### src/rtl/posit_result_fifo.sv
// Result queue behind a pipelined posit unit: buffers {inf, zero, data} per done
// pulse and answers bus reads in order, parking a read that arrives on an empty queue.
module posit_result_fifo #(
    parameter int DATA_W = 32,
    parameter int DEPTH  = 32,
    parameter int PTR_W  = $clog2(DEPTH)
) (
    input  logic              clk_i,
    input  logic              rst_ni,
    input  logic              push_i,
    input  logic [DATA_W-1:0] push_data_i,
    input  logic              push_inf_i,
    input  logic              push_zero_i,
    input  logic              rd_req_i,
    input  logic              clear_i,
    output logic              rvalid_o,
    output logic [DATA_W-1:0] rdata_o,
    output logic [1:0]        rflags_o,
    output logic              pending_o,
    output logic [PTR_W:0]    count_o,
    output logic              empty_o,
    output logic              full_o,
    output logic              overflow_o
);

    typedef enum logic {
        ST_IDLE = 1'b0,
        ST_WAIT = 1'b1
    } state_e;

    localparam logic [PTR_W:0]   CNT_FULL = (PTR_W + 1)'(DEPTH);
    localparam logic [PTR_W:0]   CNT_ONE  = (PTR_W + 1)'(1);
    localparam logic [PTR_W-1:0] PTR_ONE  = PTR_W'(1);

    logic [DATA_W+1:0] mem_q [DEPTH];

    state_e            state_q, state_d;
    logic [PTR_W-1:0]  wp_q, wp_d;
    logic [PTR_W-1:0]  rp_q, rp_d;
    logic [PTR_W:0]    cnt_q, cnt_d;
    logic              ovf_q, ovf_d;
    logic              rvalid_q, rvalid_d;
    logic [DATA_W-1:0] rdata_q, rdata_d;
    logic [1:0]        rflags_q, rflags_d;

    logic              pop;
    logic              push_acc;
    logic              have_data;
    logic              is_full;
    logic [DATA_W+1:0] head;

    assign have_data = (cnt_q != '0);
    assign is_full   = (cnt_q == CNT_FULL);
    assign head      = mem_q[rp_q];

    always_comb begin
        state_d  = state_q;
        wp_d     = wp_q;
        rp_d     = rp_q;
        cnt_d    = cnt_q;
        ovf_d    = ovf_q;
        rvalid_d = 1'b0;
        rdata_d  = '0;
        rflags_d = '0;
        pop      = 1'b0;
        push_acc = 1'b0;

        if (clear_i) begin
            state_d = ST_IDLE;
            wp_d    = '0;
            rp_d    = '0;
            cnt_d   = '0;
            ovf_d   = 1'b0;
        end else begin
            case (state_q)
                ST_IDLE: begin
                    if (rd_req_i) begin
                        if (have_data) pop = 1'b1;
                        else           state_d = ST_WAIT;
                    end
                end
                ST_WAIT: begin
                    // Further requests are ignored here; one answer per parked read.
                    if (have_data) begin
                        pop     = 1'b1;
                        state_d = ST_IDLE;
                    end
                end
                default: state_d = ST_IDLE;
            endcase

            // A pop in the same cycle frees the slot, so a full queue still accepts.
            push_acc = push_i && (!is_full || pop);
            if (push_i && !push_acc) ovf_d = 1'b1;

            if (pop) begin
                rvalid_d = 1'b1;
                rdata_d  = head[DATA_W-1:0];
                rflags_d = head[DATA_W+1:DATA_W];
                rp_d     = rp_q + PTR_ONE;
            end
            if (push_acc) wp_d = wp_q + PTR_ONE;

            if (push_acc && !pop)      cnt_d = cnt_q + CNT_ONE;
            else if (pop && !push_acc) cnt_d = cnt_q - CNT_ONE;
        end
    end

    always_ff @(posedge clk_i or negedge rst_ni) begin
        if (!rst_ni) begin
            state_q  <= ST_IDLE;
            wp_q     <= '0;
            rp_q     <= '0;
            cnt_q    <= '0;
            ovf_q    <= 1'b0;
            rvalid_q <= 1'b0;
            rdata_q  <= '0;
            rflags_q <= '0;
        end else begin
            state_q  <= state_d;
            wp_q     <= wp_d;
            rp_q     <= rp_d;
            cnt_q    <= cnt_d;
            ovf_q    <= ovf_d;
            rvalid_q <= rvalid_d;
            rdata_q  <= rdata_d;
            rflags_q <= rflags_d;
        end
    end

    // Storage carries no reset; occupancy alone defines which entries are live.
    always_ff @(posedge clk_i) begin
        if (push_acc) mem_q[wp_q] <= {push_inf_i, push_zero_i, push_data_i};
    end

    assign rvalid_o   = rvalid_q;
    assign rdata_o    = rdata_q;
    assign rflags_o   = rflags_q;
    assign pending_o  = (state_q == ST_WAIT);
    assign count_o    = cnt_q;
    assign empty_o    = (cnt_q == '0);
    assign full_o     = is_full;
    assign overflow_o = ovf_q;

endmodule

### config.mk
export PLATFORM = sky130hd
export DESIGN_NAME = posit_result_fifo
export DESIGN_NICKNAME = d
export VERILOG_FILES = /design/src/rtl/posit_result_fifo.sv
export SDC_FILE = /design/constraint.sdc
export NUM_CORES = 1
export LEC_CHECK = 0
export CAP_MARGIN = 30
export CORE_UTILIZATION = 27
export DETAILED_ROUTE_END_ITERATION = 10
export REMOVE_ABC_BUFFERS = 1
export SETUP_SLACK_MARGIN = 0.1
export SLEW_MARGIN = 10
export SYNTH_ARGS = -nofsm -noshare
export SYNTH_HDL_FRONTEND = slang
export SYNTH_SLANG_ARGS = --single-unit
### constraint.sdc
create_clock -name clk_i -period 3.8 [get_ports clk_i]
set_input_delay 0.38 -clock clk_i [delete_from_list [all_inputs] [get_ports clk_i]]
set_output_delay 0.38 -clock clk_i [all_outputs]
set_load 0.02 [all_outputs]
==> results.md <==
* Status: completed
* Crit-path slowest cell: or4b_1
* Final setup viols at 0
* RSZ-0062 raised after global routing: no
* Drt total wl at 107000 um
* Top cell type's share of synthesized area at 0.752
* Clk sinks at 1141
* Critical Path Max Stage Delay at 640 ps
* Initial Util at 0.273
* Yosys cell types at 40
* Most common cell after layout, fill and taps aside: edfxtp_1
* Top FF cell, synth: edfxtp_1
* ANT cells at 0
* # IOs at 84
* CP delay by family, top: compound AO/OA/AOI/OAI gates
* Mean area per synthesized cell at 23.5 sq um
* Fin. Hold Viols at 0
* Layout area overhead at 19.7%
* Synth async-reset ratio at 0.0465
* Gpl congestion at 0.795
* WL/cell at 24.8 um
* Register Area at 34000 sq um
* CP required at 4380 ps
* Mapped Area at 43500 sq um
* Cells after Synth at 1850
* Non-Filler Instances at 4309
* First-pass GRT wire length at 155000 um
* CTS tree: built
* Worst-path maximum fanout at 8
* Post-CTS Repair Setup Buffers at 0
* Most area-hungry cell type in the Yosys netlist: edfxtp_1
* Die area at 163000 sq um
* Worst-skew pair later-pin latency at 690 ps
* IO Port Bufs at 83
* Root Driver: clkbuf_16
* Synth Warn # at 0
* R2R Path Start: count_o[0]
* Least-Margin Pin Slew at 897 ps
* Initial antenna violation count at 3
* Area of the multi-input gates at 9290 sq um
* # fillers at 14800
* Reg clk slew, reported paths at 60 ps
* Crit-path cells: or4b_1 > o41ai_4 > nor2_2 > inv_1 > ha_1 > a211oi_1 > o21bai_1 > a21oi_1 > mux2i_1 > mux2_2
* Post-synth EDFFs at 1088
* Slew HR at 0.402
* Worst Path Buf+Inv at 1
* Final worst-path cycle share at 0.899
* Post-DRT Antenna Nets at 0
* WS Path Type: reg2reg
* CP startpoint kind: register
* Sequential share of the synthesized area at 0.782
* Pleak at 15.8 nW
* DIE WIDTH at 403 um
* Peak Freq at 0.293 GHz
* Largest cells by area after synthesis: edfxtp_1 (75%), mux4_2 (16%), dfrtp_1 (3.1%)
* Peak VDD IR at 0.357 mV
* Hold buffers post-CTS at 1
* Nets@finish at 2115
* GRT Util Overall at 0.131
* Flops & latches, synth at 1141
* Vias in the first global route at 21400
* DP Cell Count at 4075
* Fin. max-slew vios at 0
* Critical Path Source: count_o[0]
* CP endpoint kind: register
* Max Clock Skew at 32.6 ps
* Critical path data arrival time at 3990 ps
* Bufs on Longest Clock Path at 3
* Drt initial violations at 2164
* HP Class: in2async
* Largest net degree at the start of global routing at 84
* Die height at 403 um
* Post-CTS resize count at 0
* Post-DP HPWL at 60300 um
* Layout cells sized above 1 at 0.326
* TritonCTS Buffers at 113
* Pwr dens at 584 nW/um^2
* CTS H-tree lvls at 3
* Via count at 20300
* Final min period at 3410 ps
* Vias per cell at 4.71
* Commonest cells after routing, fill and taps aside: edfxtp_1 (1088), mux4_2 (306), clkbuf_16 (113), clkdlybuf4s50_1 (82)
* Num rows at 146
* DRT Pass-1 Iters at 5
* Core box area at 159000 sq um
* # Max-Cap Violations at 0
* Setup TNS at 0 ps
* Total gr overflow at 0
* DRC at 0
cell usage after synthesis, drive strengths merged, types with 9 or more instances:
cell	instances
edfxtp	1088
mux4	306
nor2	109
mux2	74
dfrtp	53
clkbuf	50
buf	46
a221oi	34
inv	12
nand2	11
a21oi	10
ha	9
registers in the layout, indices dropped and copies added, names as in the netlist:
register	count
mem_q	1088
count_o	6
overflow_o	1
rvalid_o	1
pending_o	1
rdata_o	32
rflags_o	2
wp_q	5
rp_q	5
cell families (layout without fill, tap and decap cells):
logic type	count (synthesis)	count (layout)	share of synthesized area
AOI/OAI and AO/OA	55	55	0.0104
xor gates and xnor gates	7	7	0.00141
adders and majority gates	10	10	0.00305
buffers and inverters	108	421	0.0102
DFF	1141	1141	0.782
muxes	382	382	0.178
and+or+nand+nor	147	147	0.0147
report_power, final:
part,switching (mW),internal [mW],leakage (nW)
Combinational,2.51,2.71,3.50
Sequential,0.210,14.0,10.5
Clock,4.66,6.36,1.79
Total,7.38,23.0,15.8
per-stage QoR:
stage	setup slack [ps]	hold WS, ps	area (sq um)	total power, mW	util
after floorplan	-7980	84.4	43100	17.3	-
after detailed placement	278	391	48000	19.7	0.302
after CTS	408	175	51700	30.7	0.325
final	385	204	52000	30.4	0.327
after global placement	332	378	47800	19.7	0.301
after global routing	145	214	52000	31.4	0.327
layer usage:
layer / GRT usage / wire length [um]
met1: 0.180 / 45700
met2: 0.218 / 53100
met3: 0.0205 / 6030
met4: 0.0298 / 2040
met5: 0 / 12
path summary, 6_finish.rpt:
path / to / slack, ps / depth (start not counted)
setup reg to reg: count_o[5] / 390 / 10
hold / removal: rdata_o[16] / 200 / 2
max in group asynchronous: rp_q[0] / 2510 / 3
hold reg to reg: overflow_o / 500 / 2
min in group clk_i: mem_q[25][19] / 360 / 1
setup / recovery: count_o[5] / 390 / 10
final cells by class:
class / count / share of cell area
clock buffer: 156 / 0.0601
multi-input combinational: 601 / 0.178
timing repair buffer: 197 / 0.0448
inverter: 12 / 0.000865
clock inverter: 56 / 0.0108
tap: 2146 / 0.0516
sequential: 1141 / 0.653
Power figures use the tool's default switching activity.
